**config.mk**
```make
export PLATFORM = sky130hd
export DESIGN_NAME = ex_muldiv_unit
export DESIGN_NICKNAME = d
export VERILOG_FILES = /design/src/rtl/ex_muldiv_unit.sv
export SDC_FILE = /design/constraint.sdc
export NUM_CORES = 1
export LEC_CHECK = 0
export CORE_MARGIN = 1
export CORE_UTILIZATION = 56
export CTS_CLUSTER_SIZE = 30
export DETAILED_ROUTE_END_ITERATION = 7
export PLACE_DENSITY = 0.77
export SLEW_MARGIN = 0
export SYNTH_ARGS = -nofsm -noshare
export SYNTH_HDL_FRONTEND = slang
export SYNTH_SLANG_ARGS = --single-unit
```
**constraint.sdc**
```tcl
create_clock -name clk -period 3.2 [get_ports clk]
set_input_delay 0.32 -clock clk [delete_from_list [all_inputs] [get_ports clk]]
set_output_delay 0.32 -clock clk [all_outputs]
set_load 0.005 [all_outputs]
```
**src/rtl/ex_muldiv_unit.sv**
```systemverilog
// ex_muldiv_unit: multi-cycle RV-M execute unit (MUL/MULH/MULHSU/MULHU/DIV/DIVU/REM/REMU).
// Works on operand magnitudes and applies the sign in FIN. Multiply is shift-add and divide
// is restoring radix-2, one step per clock. Divide-by-zero and signed overflow bypass CALC.
// Optional macro EX_MULDIV_FAST_MUL_EN: multiplies form the full product in one cycle and
// bypass CALC. Divide is unaffected.
module ex_muldiv_unit #(
    parameter int XLEN  = 32,
    parameter int TAG_W = 5,
    parameter int CNT_W = 6
) (
    input  logic             clk,
    input  logic             reset_n,
    input  logic             start_i,
    input  logic [2:0]       op_i,
    input  logic [XLEN-1:0]  a_i,
    input  logic [XLEN-1:0]  b_i,
    input  logic [TAG_W-1:0] rd_i,
    input  logic             flush_i,
    output logic             stall_o,
    output logic             done_o,
    output logic [XLEN-1:0]  result_o,
    output logic [TAG_W-1:0] rd_o
);

    typedef enum logic [1:0] {
        S_IDLE = 2'd0,
        S_CALC = 2'd1,
        S_FIN  = 2'd2
    } state_t;

    localparam logic [CNT_W-1:0] CNT_INIT = CNT_W'(XLEN);
    localparam logic [XLEN-1:0]  MOST_NEG = {1'b1, {(XLEN-1){1'b0}}};

    state_t             state_q;
    logic [2:0]         op_q;
    logic [TAG_W-1:0]   rd_q;
    logic [CNT_W-1:0]   cnt_q;
    logic               neg_q;
    logic               spec_q;
    logic [XLEN-1:0]    spec_res_q;
    logic [XLEN-1:0]    opnd_q;      // multiplicand (mul) or divisor (div) magnitude
    logic [2*XLEN-1:0]  prod_q;      // low half starts as multiplier, fills with product
    logic [XLEN-1:0]    quo_q;       // starts as dividend magnitude, shifts in quotient bits
    logic [XLEN:0]      rem_q;

    // operand decode
    logic               a_signed, b_signed, a_neg, b_neg;
    logic [XLEN-1:0]    a_mag, b_mag;
    logic               neg_res, div0, ovf;
    logic [XLEN-1:0]    spec_val;

    // iteration step
    logic [XLEN:0]      mul_sum;
    logic [2*XLEN-1:0]  prod_d;
    logic [XLEN+1:0]    div_shift, div_diff;
    logic               div_ge;
    logic [XLEN:0]      rem_d;
    logic [XLEN-1:0]    quo_d;
    logic [CNT_W-1:0]   cnt_d;

    // final correction
    logic [2*XLEN-1:0]  prod_fix;
    logic [XLEN-1:0]    quo_fix, rem_fix, fin_res;

`ifdef EX_MULDIV_FAST_MUL_EN
    logic [2*XLEN-1:0]  prod_fast;
`endif

    // Decode signedness, magnitudes, result sign and the special divide cases.
    always_comb begin
        a_signed = 1'b0;
        b_signed = 1'b0;
        unique case (op_i)
            3'b001:  begin a_signed = 1'b1; b_signed = 1'b1; end  // MULH
            3'b010:  a_signed = 1'b1;                             // MULHSU
            3'b100:  begin a_signed = 1'b1; b_signed = 1'b1; end  // DIV
            3'b110:  begin a_signed = 1'b1; b_signed = 1'b1; end  // REM
            default: ;
        endcase
        a_neg   = a_signed & a_i[XLEN-1];
        b_neg   = b_signed & b_i[XLEN-1];
        a_mag   = a_neg ? ('0 - a_i) : a_i;
        b_mag   = b_neg ? ('0 - b_i) : b_i;
        // A remainder follows the dividend; products and quotients follow the sign product.
        neg_res = (op_i[2] & op_i[1]) ? a_neg : (a_neg ^ b_neg);
        div0    = op_i[2] & (b_i == '0);
        ovf     = op_i[2] & ~op_i[0] & (a_i == MOST_NEG) & (b_i == '1);
        spec_val = '0;
        if (div0)
            spec_val = op_i[1] ? a_i : '1;
        else if (ovf)
            spec_val = op_i[1] ? '0 : a_i;
    end

`ifdef EX_MULDIV_FAST_MUL_EN
    // Single-cycle full-width magnitude product.
    always_comb begin
        prod_fast = {{XLEN{1'b0}}, a_mag} * {{XLEN{1'b0}}, b_mag};
    end
`endif

    // One shift-add multiply step and one restoring divide step.
    always_comb begin
        mul_sum   = {1'b0, prod_q[2*XLEN-1:XLEN]} + {1'b0, opnd_q};
        prod_d    = prod_q[0] ? {mul_sum, prod_q[XLEN-1:1]} : {1'b0, prod_q[2*XLEN-1:1]};
        div_shift = {rem_q, quo_q[XLEN-1]};
        div_diff  = div_shift - {2'b00, opnd_q};
        div_ge    = ~div_diff[XLEN+1];
        rem_d     = div_ge ? div_diff[XLEN:0] : div_shift[XLEN:0];
        quo_d     = {quo_q[XLEN-2:0], div_ge};
        cnt_d     = cnt_q - 1'b1;
    end

    // Sign correction and half / quotient / remainder selection for FIN.
    always_comb begin
        prod_fix = neg_q ? ('0 - prod_q) : prod_q;
        quo_fix  = neg_q ? ('0 - quo_q) : quo_q;
        rem_fix  = neg_q ? ('0 - rem_q[XLEN-1:0]) : rem_q[XLEN-1:0];
        if (spec_q)
            fin_res = spec_res_q;
        else if (op_q[2])
            fin_res = op_q[1] ? rem_fix : quo_fix;
        else if (op_q[1:0] == 2'b00)
            fin_res = prod_fix[XLEN-1:0];
        else
            fin_res = prod_fix[2*XLEN-1:XLEN];
    end

    // Stall whenever busy, or when a start is about to be accepted.
    always_comb begin
        stall_o = (start_i & ~flush_i & (state_q == S_IDLE)) | (state_q != S_IDLE);
    end

    // Control FSM with datapath registers and registered outputs.
    always_ff @(posedge clk or negedge reset_n) begin
        if (!reset_n) begin
            state_q    <= S_IDLE;
            op_q       <= '0;
            rd_q       <= '0;
            cnt_q      <= '0;
            neg_q      <= 1'b0;
            spec_q     <= 1'b0;
            spec_res_q <= '0;
            opnd_q     <= '0;
            prod_q     <= '0;
            quo_q      <= '0;
            rem_q      <= '0;
            done_o     <= 1'b0;
            result_o   <= '0;
            rd_o       <= '0;
        end else begin
            done_o <= 1'b0;
            unique case (state_q)
                S_IDLE: begin
                    if (start_i && !flush_i) begin
                        op_q       <= op_i;
                        rd_q       <= rd_i;
                        neg_q      <= neg_res;
                        spec_q     <= div0 | ovf;
                        spec_res_q <= spec_val;
                        opnd_q     <= op_i[2] ? b_mag : a_mag;
                        prod_q     <= {{XLEN{1'b0}}, b_mag};
                        quo_q      <= a_mag;
                        rem_q      <= '0;
                        cnt_q      <= CNT_INIT;
                        if (div0 || ovf)
                            state_q <= S_FIN;
`ifdef EX_MULDIV_FAST_MUL_EN
                        else if (!op_i[2]) begin
                            prod_q  <= prod_fast;
                            state_q <= S_FIN;
                        end
`endif
                        else
                            state_q <= S_CALC;
                    end
                end
                S_CALC: begin
                    if (flush_i) begin
                        state_q <= S_IDLE;
                    end else begin
                        if (op_q[2]) begin
                            quo_q <= quo_d;
                            rem_q <= rem_d;
                        end else begin
                            prod_q <= prod_d;
                        end
                        cnt_q <= cnt_d;
                        if (cnt_d == '0)
                            state_q <= S_FIN;
                    end
                end
                S_FIN: begin
                    state_q <= S_IDLE;
                    if (!flush_i) begin
                        result_o <= fin_res;
                        rd_o     <= rd_q;
                        done_o   <= 1'b1;
                    end
                end
                default: state_q <= S_IDLE;
            endcase
        end
    end

endmodule

```
# Word level (Yosys, flattened, before mapping)
# Index checks and enable logic that the tools add are counted.
# word_totals
register_bits	249
inputBits	76
out_inout_bits	39
wordCells	108
# classes
addsub	8
eq_ne	13
mux	41
bitwise	15
n_reduce_logical	17
# ops
operator	count
2-to-1 mux 32 bit	16
2-to-1 mux 64 bit	5
2-to-1 mux 33 bit	4
one-hot mux 64 bit (2 select lines)	1
subtractor 1 x 32 -> 32 bit (first input constant)	4
one-hot mux 33 bit (2 select lines)	1
== test 32 bit (second input constant)	2
one-hot mux 32 bit (2 select lines)	1
subtractor 1 x 64 -> 64 bit (first input constant)	1
subtractor 34 x 32 -> 34 bit	1
adder 32 x 32 -> 33 bit	1
logical NOT 32 bit	1
2-to-1 mux 6 bit	2
one-hot mux 6 bit (2 select lines)	1
bitwise AND 1 bit	9
2-to-1 mux 2 bit	4
AND reduction 4 bit	2
== test 3 bit (second input constant)	2
logical NOT 6 bit	1
!= test 2 bit (second input constant)	3
AND reduction 2 bit	3
subtractor 6 x 1 -> 6 bit (second input constant)	1
2-to-1 mux 1 bit	5
logical NOT 2 bit	2
other kinds (17)	21

# Longest topological paths before layout
# depth
depth_word	8
ltp_mapped	13
ltp_nobuf	12

# Least setup slack after synthesis
# OpenSTA, ideal clock, no wires.
# synth_timing
path_type	register to register
start	register prod_q[0]
end	register result_o[19]
setup_ns	0.124
t_arrival_ns	3.136
t_required_ns	3.076
path_slack_ns	-0.060
path_stages_with_launch	13
path_buffers	4
period_less_slack_ns	3.260
path_cell_list	dfrtp_1 -> buf_6 -> or3_4 -> or4_4 -> buf_6 -> or3_4 -> buf_6 -> or3_4 -> buf_6 -> nor3_2 -> mux2_1 -> o21ai_1 -> o21ai_1
# synth_between
elab_chain_len	5
# synth_rtl
element	line	source
start: declaration	42	logic [2*XLEN-1:0] prod_q;
start signal: assignment	162	prod_q <= {{XLEN{1'b0}}, b_mag};
start signal: assignment	186	prod_q <= prod_d;
subtractor 1 x 64 -> 64 bit	116	prod_fix = neg_q ? ('0 - prod_q) : prod_q;
2-to-1 mux 64 bit	116	
2-to-1 mux 32 bit	123	else if (op_q[1:0] == 2'b00)
2-to-1 mux 32 bit	121	else if (op_q[2])
2-to-1 mux 32 bit	119	if (spec_q)
end signal: assignment	196	result_o <= fin_res;
end: declaration	21	output logic [XLEN-1:0] result_o,
# No other way between the ends.
# A chain may end at the register's enable or synchronous reset.

# Worst setup path in the final report
# layout_timing
start	register opnd_q[22]
end	register rem_q[29]
# layout_between
elab_chain_len	5
# layout_rtl
element	line	source
start: declaration	41	logic [XLEN-1:0] opnd_q;
start signal: assignment	161	opnd_q <= op_i[2] ? b_mag : a_mag;
subtractor 34 x 32 -> 34 bit	107	div_diff = div_shift - {2'b00, opnd_q};
2-to-1 mux 33 bit	109	rem_d = div_ge ? div_diff[XLEN:0] : div_shift[XLEN:0];
2-to-1 mux 33 bit	182	if (op_q[2]) begin
2-to-1 mux 33 bit	179	if (flush_i) begin
one-hot mux 33 bit (2 select lines)	153	unique case (state_q)
end signal: assignment	184	rem_q <= rem_d;
end: declaration	44	logic [XLEN:0] rem_q;
# No other way between the ends. The select of a mux whose other input is x is not followed.

==> impl_metrics.toml <==
[run_status]
status = "complete, no violations"

[sta]
max_slew_margin_pct = 40.3
tightest_slew_ns = 0.886
slew_viol_final = 0
worst_slack_ns = 0.0569
finalCriticalPeriod_ns = 3.14
setup_viol = 0
rsz0062_at_grt = "yes"
hold_violations = 0
holdWs_ns = 0.267
fin_skew_ns = 0.0371
min_period_over_period_pct = 98.2
maxClockFrequency_ghz = 0.318

[critical_path]
crit_arrival_ns = 3.63
regToRegSetupSlack_ns = 0.06
start_kind = "flip-flop"
path_delay_family = "simple AND/OR/NAND/NOR gates"
rr_worst_depth = 10
cp_cell_sequence = "inv_1, ha_1, nand3_1, or3_1, or4_1, a211oi_1, a211oi_1, xnor2_1, mux2i_1, o21ai_0"
critPathMaxFanout = 3
critical_path.max_stage_delay_ns = 0.56
crit_type = "reg2reg"
cp-end-kind = "flip-flop"
critPathSlowestCell = "or4_1"
r2r-start = "opnd_q[22]"
cp_data_required_time_ns = 3.68
worstReg2RegEnd = "rem_q[29]"
path_common_cell = "a211oi_1"
worstPathBufferInverterCount = 1

[placed_design]
io_buffers = 114
pre_cts_ws_ns = -0.116
dp_hpwl_um = 65100
placed_area_um2 = 23100
gp_congestion = 1.08

[hold_path]
holdPathEnd = "rd_q[1]"
hold_path.class = "in2reg"
whs_path_depth = 3
hp-start = "rd_i[1]"

[final_layout]
final_area_um2 = 24300
fin_util_pct = 70.4
drive_gt1_share_pct = 15.3
syn2layout_area_growth_pct = 24.2
fin_nets = 2899

[floorplanning]
die-area_um2 = 35600
ios = 115
die_w_um = 189
initial_utilization_pct = 56.7
fp-row-count = 68
core_area_um2 = 34500
die_h_um = 189

[route]
drt_pass1_iterations = 6
drc = 0
drt-total-wl_um = 83500
drt_iter0_drc = 3068
ant_nets = 0
wire_per_inst_um = 25.9
vias_per_cell = 6.70
vias = 21600

[power_and_ir_drop]
finalPower_mw = 19.7
peakVddDrop_mv = 0.677
p_leak_nw = 10.4
power_density_nw_per_um2 = 813

[clock_network]
cts_tree = "yes"
cts.reportedPaths.clkPinSlew_ns = 0.06
cts_sinks = 249
max-clock-path-buffers = 3
cts_root_buf = "clkbuf_16"
cts-htree-levels = 1
numCtsBuffers = 28
clkLatencyLatePin_ns = 0.60

[global_route]
grt_usage_pct = 46.4
grt_max_degree = 93
grt_overflow = 0
grt_pass1_wl_um = 124000
antenna_found_initial = 4
grt_pass1_vias = 20300

[synthesis]
synth_enable_flop_cells = 0
syn_inst = 2445
synth_common_cells = "nand2_1 (287), dfrtp_1 (249), o21ai_0 (224)"
synth_warnings = 0
seq_area_frac_synth_pct = 31.9
async_reset_ff_share_pct = 100
yosysMostFrequentCell = "nand2_1"
synth_area_leader_cell = "dfrtp_1"
synthesis.area_um2 = 19500
synth_fp_nets = 2595
synth_flop_cell = "dfrtp_1"
syn_avg_cell_area_um2 = 7.99
yosysTopAreaCellShare_pct = 31.9
yosysUniqueCellTypes = 78
ys_ff_latch = 249
synth.top_cells.by_area = "dfrtp_1 (32%), o21ai_0 (5.7%), nand2_1 (5.5%), xnor2_1 (5.3%), a21oi_1 (4.9%)"

[flow_run]
maxCapViolations = 0
## report_power, final
| part | internal, mW | switching (mW) |
|---|---|---|
| combinational | 4.47 | 6.67 |
| sequential | 4.15 | 1.15 |
| clock | 1.81 | 1.44 |
## cell families after synthesis
logic type | count (synthesis) | synth area share [%]
muxes | 69 | 3.67
buffers and inverters | 224 | 4.48
DFF | 249 | 31.9
xor gates and xnor gates | 224 | 10.0
adders and majority gates | 74 | 4.82
AOI/OAI and AO/OA | 807 | 25.7
and+or+nand+nor | 798 | 19.4
## cells in the final DEF (no fill, tap or decap), types with 32 or more instances in the layout
cell,n
inv_1,73
mux2i_1,56
buf_4,294
nor3_1,54
clkdlybuf4s50_1,113
o22ai_1,71
nor2_1,192
xor2_1,106
nand3_1,37
or3_1,39
nand2_1,286
o21ai_0,223
dfrtp_1,245
xnor2_1,118
nand4_1,32
ha_1,71
a21o_1,34
a21oi_1,190
o31ai_1,45
## per-layer routing
metal	part of all wire (%)	track usage (%)	vias up
li1	-	-	9538
met1	38	59.1	10400
met2	43	69.8	1345
met3	12	12.6	315
met4	7.5	28.8	2
met5	0.016	0	-
## area by class of cell
cell class / count / area (µm²)
clock buffers: 38 / 788
inverters: 77 / 289
well taps: 455 / 569
fillers: 2767 / 10200
diodes: 2 / 5.00
flip-flops and latches: 249 / 6240
clock inverters: 13 / 115
repair buffers: 420 / 3580
multi-input cells: 1973 / 12700
## state kept, by name (all words and copies together) (netlist names)
name        count
cnt_q           6
state_q         2
result_o       32
rd_q            5
spec_res_q     32
quo_q          32
neg_q           1
spec_q          1
prod_q         64
opnd_q         32
rem_q          33
rd_o            5
done_o          1
op_q            3
## worst max-delay path by stage
stage | from | endpoint | cells after the start
2_1_floorplan | rem_q[21] | rem_q[1] | 11
3_3_place_gp | a_i[6] | opnd_q[27] | 9
3_5_place_dp | a_i[7] | opnd_q[27] | 9
4_1_cts | prod_q[42] | result_o[24] | 8
5_1_grt | opnd_q[2] | rem_q[29] | 13
6_report | opnd_q[22] | rem_q[29] | 10
## repair_timing
| action | 4_1_cts | 5_1_grt |
|---|---|---|
| cloned | 0 | 1 |
| endpoints found under the setup margin | 4 | 46 |
| setup buffers | 0 | 4 |
| pin swaps | 0 | 7 |
| hold endpoints to repair | 89 | 0 |
| resized for setup | 3 | 32 |
| hold buffers | 1 | 0 |
## worst min-delay path, cell delays in order
cell             delay [ns]
clkdlybuf4s50_1        0.40
nand2_1                0.05
nand2_1                0.04
## metrics by stage
step                std cells  setup TNS, ns
global placement         3168         -0.118
finish                   3227              0
detailed placement       3168         -0.254
global route             3225         -0.227
floorplan                2445              0
CTS                      3220              0
Note: power is estimated with default switching activity, not from simulation.
